`src/rtl/oai33_arc_exerciser_pkg.sv`:
```
// Shared types and constants for the OAI33 timing-arc exerciser.
// Pin order is A1, A2, A3, B1, B2, B3, which is also the drive-vector MSB..LSB order.
package oai33_arc_pkg;

   typedef enum logic [1:0] {
      ST_IDLE = 2'd0,
      ST_RUN  = 2'd1,
      ST_DONE = 2'd2
   } state_t;

   typedef enum logic [1:0] {
      PH_LO0 = 2'd0,
      PH_HI  = 2'd1,
      PH_LO1 = 2'd2
   } phase_t;

   localparam int NUM_PINS = 6;
   localparam int NUM_COND = 7;
   localparam int NUM_ARCS = NUM_PINS * NUM_COND;

   localparam int PIN_A1 = 0;
   localparam int PIN_A2 = 1;
   localparam int PIN_A3 = 2;
   localparam int PIN_B1 = 3;
   localparam int PIN_B2 = 4;
   localparam int PIN_B3 = 5;

endpackage

```
`src/rtl/oai33_arc_exerciser_vector_gen.sv`:
```
// Combinational drive-vector builder for one arc phase of the OAI33 cell.
// vec = {A1, A2, A3, B1, B2, B3}; the side code goes to the group opposite the toggled pin.
module oai33_arc_vector_gen
   import oai33_arc_pkg::*;
(
   input  logic [2:0] pin,
   input  logic [2:0] cond,
   input  phase_t     phase,
   output logic [5:0] vec,
   output logic       zn_exp
);

   logic toggle;

   always_comb begin
      vec    = '0;
      toggle = (phase == PH_HI);
      if (pin < 3'(PIN_B1)) begin
         vec[2:0] = cond;
      end else begin
         vec[5:3] = cond;
      end
      vec[3'd5 - pin] = toggle;
      // Non-zero side code makes the toggled pin controlling, so ZN is its inverse.
      zn_exp = ~toggle;
   end

endmodule

```
`src/rtl/oai33_arc_exerciser.sv`:
```
// Walks all 42 sensitizable arcs of an OAI33 cell, drives its inputs and counts ZN mismatches.
// Optional first-failure capture: define OAI33_ARC_EXERCISER_FAIL_CAPTURE_EN.
module oai33_arc_exerciser
   import oai33_arc_pkg::*;
#(
   parameter int unsigned SETTLE = 2
) (
   input  logic       CLK,
   input  logic       RST,
   input  logic       START,
   input  logic       ZN_IN,
   output logic       A1,
   output logic       A2,
   output logic       A3,
   output logic       B1,
   output logic       B2,
   output logic       B3,
   output logic       BUSY,
   output logic       DONE,
   output logic       PASS,
   output logic [7:0] ERR_CNT,
   output logic [5:0] ARC_IDX,
   output logic [7:0] FIRST_FAIL
);

   state_t     state;
   phase_t     phase, nxt_phase, gen_phase;
   logic [2:0] pin, cond, nxt_pin, nxt_cond, gen_pin, gen_cond;
   logic [5:0] arc, drv, gen_vec;
   logic [3:0] cnt;
   logic [7:0] err;
   logic       exp_q, gen_exp, busy_q, done_q;
   logic       start_ok, sample, mismatch, last;

   assign start_ok = START && (state != ST_RUN);
   assign sample   = (state == ST_RUN) && (cnt == 4'd0);
   assign mismatch = (ZN_IN != exp_q);

   always_comb begin
      nxt_pin   = pin;
      nxt_cond  = cond;
      nxt_phase = phase;
      last      = 1'b0;
      case (phase)
         PH_LO0: nxt_phase = PH_HI;
         PH_HI:  nxt_phase = PH_LO1;
         default: begin
            nxt_phase = PH_LO0;
            if (arc == 6'(NUM_ARCS - 1)) begin
               last = 1'b1;
            end else if (cond == 3'(NUM_COND)) begin
               nxt_cond = 3'd1;
               nxt_pin  = pin + 3'd1;
            end else begin
               nxt_cond = cond + 3'd1;
            end
         end
      endcase
      gen_pin   = start_ok ? 3'd0 : nxt_pin;
      gen_cond  = start_ok ? 3'd1 : nxt_cond;
      gen_phase = start_ok ? PH_LO0 : nxt_phase;
   end

   oai33_arc_vector_gen u_vec (
      .pin    (gen_pin),
      .cond   (gen_cond),
      .phase  (gen_phase),
      .vec    (gen_vec),
      .zn_exp (gen_exp)
   );

   always_ff @(posedge CLK) begin
      if (RST) begin
         state  <= ST_IDLE;
         phase  <= PH_LO0;
         pin    <= '0;
         cond   <= '0;
         arc    <= '0;
         cnt    <= '0;
         drv    <= '0;
         exp_q  <= 1'b0;
         err    <= '0;
         busy_q <= 1'b0;
         done_q <= 1'b0;
      end else if (start_ok) begin
         state  <= ST_RUN;
         phase  <= PH_LO0;
         pin    <= 3'd0;
         cond   <= 3'd1;
         arc    <= '0;
         cnt    <= 4'(SETTLE);
         drv    <= gen_vec;
         exp_q  <= gen_exp;
         err    <= '0;
         busy_q <= 1'b1;
         done_q <= 1'b0;
      end else if (sample) begin
         if (mismatch && (err != 8'hFF)) begin
            err <= err + 8'd1;
         end
         if (last) begin
            state  <= ST_DONE;
            drv    <= '0;
            busy_q <= 1'b0;
            done_q <= 1'b1;
         end else begin
            phase <= nxt_phase;
            pin   <= nxt_pin;
            cond  <= nxt_cond;
            if (phase == PH_LO1) begin
               arc <= arc + 6'd1;
            end
            cnt   <= 4'(SETTLE);
            drv   <= gen_vec;
            exp_q <= gen_exp;
         end
      end else if (state == ST_RUN) begin
         cnt <= cnt - 4'd1;
      end
   end

`ifdef OAI33_ARC_EXERCISER_FAIL_CAPTURE_EN
   logic       ff_valid;
   phase_t     ff_phase;
   logic [5:0] ff_arc;

   always_ff @(posedge CLK) begin
      if (RST || start_ok) begin
         ff_valid <= 1'b0;
         ff_phase <= PH_LO0;
         ff_arc   <= '0;
      end else if (sample && mismatch && !ff_valid) begin
         ff_valid <= 1'b1;
         ff_phase <= phase;
         ff_arc   <= arc;
      end
   end

   // Only 5 arc bits fit in the output; the full index stays in ff_arc.
   assign FIRST_FAIL = {ff_valid, ff_phase, ff_arc[4:0]};
`else
   assign FIRST_FAIL = '0;
`endif

   assign {A1, A2, A3, B1, B2, B3} = drv;
   assign BUSY    = busy_q;
   assign DONE    = done_q;
   assign PASS    = done_q && (err == 8'd0);
   assign ERR_CNT = err;
   assign ARC_IDX = arc;

endmodule

```
`config.mk`:
```
export PLATFORM = sky130hd
export DESIGN_NAME = oai33_arc_exerciser
export DESIGN_NICKNAME = d
export VERILOG_FILES = /design/src/rtl/oai33_arc_exerciser_pkg.sv /design/src/rtl/oai33_arc_exerciser_vector_gen.sv /design/src/rtl/oai33_arc_exerciser.sv
export SDC_FILE = /design/constraint.sdc
export NUM_CORES = 1
export LEC_CHECK = 0
export ABC_CLOCK_PERIOD_IN_PS = 2480
export BUFFER_PORTS_ARGS = -buffer_cell sky130_fd_sc_hd__buf_2
export CORE_MARGIN = 4
export CORE_UTILIZATION = 49
export DETAILED_ROUTE_END_ITERATION = 7
export GPL_TIMING_DRIVEN = 0
export PLACE_DENSITY = 0.78
export SLEW_MARGIN = 20
export SYNTH_ARGS = -nofsm -noshare
export SYNTH_HDL_FRONTEND = slang
export SYNTH_SLANG_ARGS = --single-unit
```
`constraint.sdc`:
```
create_clock -name CLK -period 2.48 [get_ports CLK]
set_input_delay 0.496 -clock CLK [delete_from_list [all_inputs] [get_ports CLK]]
set_output_delay 0.496 -clock CLK [all_outputs]
set_load 0.01 [all_outputs]
```
==> run metrics, run 1 <==
Top FF cell, synth=dfxtp_1; fin nets=280; RSZ-0062 raised after global routing=no; initial DRC count=104; Final Cell Area=2250 µm²; syn_area_per_cell=8.54 µm²; top post-synthesis cells by area=dfxtp_1, nor2_1, ha_1, xor2_1, a21oi_1; post_cts resized=0; H-tree levels=2; Root Buffer=clkbuf_8; Final Setup Violations=0; R2R Setup Slk=0.42 ns; WL/cell=13.4 µm; met3 Resource Use GR=0.0369; Peak Freq=0.484 GHz; Tightest Hold Check Type=in -> reg; Post-Syn Area=1950 µm²; Die Height=71.1 µm; crit-path max FO=8; number of enable flip-flop cells after synthesis=0; DR vias=1,745; Yosys warning total=0; vias per inst=5.52; diode count=0; Yosys top cell area share=0.360; Setup crit end kind=register; Peak VDD IR=395 µV; Final Skew=0.00773 ns; setup TNS=0 ns; HPWL after DPL=3110 µm; Global Route met1 Usage=0.232; first-pass GRT wire length=7310 µm; Hold Vio Cnt, Final=0; CTS tree=yes; Cell Area, Placed=2160 µm²; GRT Residual Overflow=0; FF-to-FF End=ARC_IDX[5]; Worst-Skew Late Latency=0.29 ns; row count=22; fin crit share=0.833; hold_buf cts=0; CTS Buf Count=5; Max Cap Viol=0; # DRC=0; Post-CTS Setup Bufs=0; worst-case clock buffer depth=2; cell count after synthesis=228; largest net degree at the start of global routing=11; largest area contributor in the netlist=dfxtp_1; vias in the first global route=1,585; PwrDens=513 nW/µm²; Final Critical Period=2.06 ns; status=finished, final reports clean; Final Max Tran Viols=0; GRT Total Usage=0.178; hold depth=3; Placeable Area=3740 µm²; Crit path required time=2.64 ns; GR Layer Usage met2=0.288; Async SR Flop Fraction=0; P_leak=0.944 nW; flop and latch count out of synthesis=35; Ports=35; synthesis-to-finish area growth=15.6%; synth unique cells=52; Seq/Total Area, Yosys=0.360; share of layout cells above drive strength 1=0.216; Post-DRT Antenna Nets=0; Port Buffers=26; TritonRoute pass-1 iters=4; Worst Path Class, Setup=reg -> reg; die area=5050 µm²; CP arrival=2.22 ns; RR Startpoint=cnt[0]; Hold Crit Start=START; gr busiest metal=met2; Worst Reg2Reg Path Length in Cells=8; Post-Route WL=4230 µm; Die X=71.1 µm; CP Launch Type=register; initial antenna violation count=0; # clock sinks=35; Hold Path Sink=state[0]; # fillers=356; RD Place Congestion=0.929; initial core utilization=0.520; Clock transition at path regs=0.07 ns
## layer usage
layer  vias to the layer above  part of all wire
met5                         -                 0
met4                         0             0.017
met2                        40              0.48
met1                       821              0.46
li1                        876                 -
met3                         8             0.045
## placed cells by master, fill, tap and decap left out, types with 5 or more instances in the layout
cell type / instances
nor2_1: 30
o21ai_0: 5
buf_2: 27
nand2_1: 14
xor2_1: 10
dfxtp_1: 35
clkbuf_8: 6
ha_1: 8
inv_1: 7
xnor2_1: 6
nor3_1: 11
nand3_1: 8
nand4_1: 5
buf_4: 9
conb_1: 8
a21oi_1: 15
## layout make-up
cell class                      instances  area [µm²]  area share
Buffer                                 16        98.8      0.0439
Timing Repair Buffer                   26         130      0.0578
Clock inverter                          1        5.00     0.00222
Inverter                                7        26.3      0.0117
Multi-Input combinational cell        177        1150       0.510
Sequential cell                        35         701       0.311
Clock buffer                            6        82.6      0.0367
Tap cell                               48        60.1      0.0267
## state kept, by name (all words and copies together) (netlist names)
name	count
ERR_CNT	8
cnt	4
exp_q	1
state	1
DONE	1
cond	3
ARC_IDX	6
pin	3
drv	6
phase	2
## power breakdown
part | leakage, nW | internal [mW] | switching (mW)
logic | 0.613 | 0.0565 | 0.0847
clock network | 0.0470 | 0.218 | 0.202
registers | 0.284 | 0.579 | 0.0157
total | 0.944 | 0.853 | 0.303
## worst max path at each step
stage / from / to / slack [ns] / cells past startpoint
2_1_floorplan: ARC_IDX[1] / drv[4] / 0.60 / 8
3_3_place_gp: cnt[0] / ARC_IDX[4] / 0.48 / 8
3_5_place_dp: cnt[0] / ARC_IDX[5] / 0.44 / 8
4_1_cts: cnt[0] / ARC_IDX[5] / 0.41 / 8
5_1_grt: cnt[0] / ARC_IDX[4] / 0.17 / 8
6_report: cnt[0] / ARC_IDX[5] / 0.42 / 8
## cell families after synthesis
family	count (synthesis)	share of synthesized area
AOI/OAI and AO/OA	42	0.154
xor gates and xnor gates	16	0.0719
adders and majority gates	8	0.0514
buffers and inverters	23	0.0642
DFF	35	0.360
muxes	5	0.0263
other	1	0.00192
and+or+nand+nor	98	0.270
## cell usage after synthesis, types with 2 or more instances
library cell / instances
mux2i_1: 4
xnor2_1: 6
nor3_2: 3
nor2_1: 30
and3_1: 2
a211oi_1: 3
and2_1: 2
a21oi_2: 3
nand2b_1: 4
o21ai_1: 2
a21oi_1: 15
o21ai_0: 5
nand3_1: 8
xor2_1: 10
inv_1: 7
or3_1: 4
buf_4: 9
nand2_1: 14
ha_1: 8
a21o_1: 2
dfxtp_1: 35
nor3_1: 11
and3_2: 2
or4_1: 3
clkbuf_1: 4
nor4b_1: 2
nand4_1: 5
## through the flow
stage	worst slack, ns	utilization	total power, mW	instances	hold WS (ns)
finish	0.415	0.602	1.16	316	0.508
global route	0.174	0.602	1.21	316	0.527
CTS	0.413	0.602	1.17	316	0.489
detailed placement	0.444	0.578	0.747	309	0.504
global placement	0.477	0.578	0.744	309	0.486
floorplan	0.605	-	0.712	235	0.465
## critical path, stage by stage (launching register included)
cell and delay (ns):
dfxtp_1 0.34, inv_1 0.06, ha_1 0.16, nor3b_2 0.25, nand2_1 0.28, nor3_2 0.45
nand4_1 0.18, xor2_1 0.17, nor2_1 0.05
No activity file was read; power rests on OpenSTA's default activity.
==> run 2: changes to the inputs <==
--- a/config.mk
+++ b/config.mk
@@ -5,13 +5,13 @@
 export SDC_FILE = /design/constraint.sdc
 export NUM_CORES = 1
 export LEC_CHECK = 0
-export ABC_CLOCK_PERIOD_IN_PS = 2480
+export ABC_CLOCK_PERIOD_IN_PS = 1700
 export BUFFER_PORTS_ARGS = -buffer_cell sky130_fd_sc_hd__buf_2
 export CORE_MARGIN = 4
 export CORE_UTILIZATION = 49
 export DETAILED_ROUTE_END_ITERATION = 7
 export GPL_TIMING_DRIVEN = 0
-export PLACE_DENSITY = 0.78
+export PLACE_DENSITY = 0.81
 export SLEW_MARGIN = 20
 export SYNTH_ARGS = -nofsm -noshare
 export SYNTH_HDL_FRONTEND = slang
==> constraint.sdc (replaced) <==
create_clock -name CLK -period 1.7 [get_ports CLK]
set_input_delay 0.34 -clock CLK [delete_from_list [all_inputs] [get_ports CLK]]
set_output_delay 0.34 -clock CLK [all_outputs]
set_load 0.01 [all_outputs]
==> run 2 against run 1 <==
  * The run now ends with setup timing left
  * Critical path depth decreased by 1
  * Count of clock-buffer cells in the layout increased by 2
  * Clock power increased by 65%
  * Critical endpoint is now ERR_CNT[7]
  * Largest cell class unchanged
  * Non-clock buffer count increased by 44
  * Maximum frequency increased by 6.0%
  * Combinational power increased to 2.8 times the previous value
  * Flip-flop and latch count unchanged
  * Clock skew increased by 0.0065 ns
  * Power increased by 70%
  * Wire length increased by 68%
  * Die area unchanged
  * Utilization increased by 21 points
==> run metrics, run 2 (synthesis gave the netlist of run 1 again) <==
RR Startpoint=cnt[1] (was cnt[0]); FF-to-FF End=ERR_CNT[7] (was ARC_IDX[5]); RSZ-0062 raised after global routing=yes (was no); DR vias=2,235 (was 1,745); Peak Freq=0.514 GHz (was 0.484 GHz); Worst Max-Slew Pin Slew=0.541 ns; Clock transition at path regs=0.08 ns (was 0.07 ns); CP Launch Type=register (unchanged); initial core utilization=0.520 (unchanged); R2R Setup Slk=-0.25 ns (was 0.42 ns); Tightest Hold Check Type=in -> reg (unchanged); CP arrival=2.18 ns (was 2.22 ns); CP Launch Point=cnt[1] (was cnt[0]); Worst Reg2Reg Path Length in Cells=7 (was 8); diode count=0 (unchanged); Final Setup Violations=29 (was 0); P_leak=1.24 nW (was 0.944 nW); share of layout cells above drive strength 1=0.554 (was 0.216); HPWL after DPL=3300 µm (was 3110 µm); Finished Layout Cells=362 (was 316); die area=5050 µm² (unchanged); synthesis-to-finish area growth=56.8% (was 15.6%); CTS tree=yes (unchanged); total design power=1.97 mW (was 1.16 mW); WL/cell=19.6 µm (was 13.4 µm); max FFs per register=8 (unchanged); crit-path max FO=5 (was 8); fin nets=325 (was 280); # fillers=210 (was 356); Die X=71.1 µm (unchanged); failing checks=setup timing; first-pass GRT wire length=9230 µm (was 7310 µm); initial DRC count=265 (was 104); Max Cap Viol=0 (unchanged); Root Buffer=clkbuf_8 (unchanged); final worst setup slack=-0.247 ns (was 0.415 ns); status=finished, violations left (was finished, final reports clean); # DRC=0 (unchanged); Final Max Tran Viols=0 (unchanged); Crit path required time=1.93 ns (was 2.64 ns); largest net degree at the start of global routing=11 (unchanged); worst-case clock buffer depth=2 (unchanged); GRT Total Usage=0.232 (was 0.178); commonest cells after routing, fill and taps aside=buf_4, buf_2, nor2_1 (was dfxtp_1, nor2_1, buf_2); Worst Path Class, Setup=reg -> reg (unchanged); commonest non-fill, non-tap cell in the layout=buf_4 (was dfxtp_1); Final Critical Period=1.95 ns (was 2.06 ns); vias per inst=6.17 (was 5.52); H-tree levels=2 (unchanged); TritonRoute pass-1 iters=6 (was 4); CTS Buf Count=5 (unchanged); Setup crit end kind=register (unchanged); worst setup path endpoint=ERR_CNT[7] (was ARC_IDX[5]); Final Skew=0.0142 ns (was 0.00773 ns); Post-Route WL=7100 µm (was 4230 µm); vias in the first global route=1,953 (was 1,585); initial antenna violation count=0 (unchanged); Die Height=71.1 µm (unchanged); Worst-Skew Late Latency=0.31 ns (was 0.29 ns); Cells after DPL=309 (unchanged); slew margin rel.=0.640; Ports=35 (unchanged); GRT Residual Overflow=0 (unchanged); # clock sinks=35 (unchanged); Port Buffers=26 (unchanged); Hold Vio Cnt, Final=0 (unchanged); post-place setup slack=-0.366 ns (was 0.444 ns); Hold Crit Start=START (unchanged); Post-DRT Antenna Nets=0 (unchanged); Peak VDD IR=501 µV (was 395 µV); PwrDens=644 nW/µm² (was 513 nW/µm²); fin crit share=1.15 (was 0.833); RD Place Congestion=0.818 (was 0.929); Core Util, Final=0.816 (was 0.602); row count=22 (unchanged); Placeable Area=3740 µm² (unchanged)
[run 2: worst min path at each step]
stage,end,slack (ns),depth (start not counted)
global placement,cnt[1],0.48,2
CTS,state[0],0.33,3
finish,state[0],0.38,3
detailed placement,cnt[1],0.50,2
floorplan,cnt[1],0.47,2
global route,state[0],0.40,3
[run 2: final cells by class]
type / count / area, µm² / share of cell area
multi-input combinational: 178 / 1540 / 0.504
buffer: 14 / 100 / 0.0328
clock buffer: 8 / 100 / 0.0328
tap: 48 / 60.1 / 0.0197
inverter: 7 / 26.3 / 0.00860
timing repair buffer: 72 / 490 / 0.161
sequential: 35 / 738 / 0.242
[run 2: what timing repair did]
action | CTS | global route
endpoints found under the setup margin | 35 | 35
buffers inserted | 28 | 20
gates resized for setup | 64 | 31
cloned | 0 | 1
hold buffers | 0 | 0
pin swaps | 29 | 31
[run 2: report_power, final]
part | leakage, nW | internal (mW) | switching, mW
combinational | 0.893 | 0.197 | 0.204
sequential | 0.294 | 0.838 | 0.0329
clock | 0.0515 | 0.370 | 0.325
[run 2: critical path, cell delays in order (launching register included)]
cell	delay (ns)
dfxtp_2	0.33
inv_2	0.08
ha_4	0.13
nor3b_4	0.33
o2111a_2	0.30
nand4_1	0.20
or3_1	0.38
a21oi_2	0.13
[run 2: through the flow]
stage                     hold WS [ns]  TNS (ns)  area [µm²]
final                            0.379     -3.86        3050
after global routing             0.401     -6.23        3050
after CTS                        0.327     -1.12        2780
after detailed placement         0.498     -8.60        2230
after global placement           0.485     -7.59        2230
after floorplan                  0.465  -0.00761        2040
[run 2: per-layer routing]
layer  track usage  share of wire
met4        0.0981          0.063
met5             0              0
met3        0.0682          0.080
met2         0.398           0.49
met1         0.267           0.37
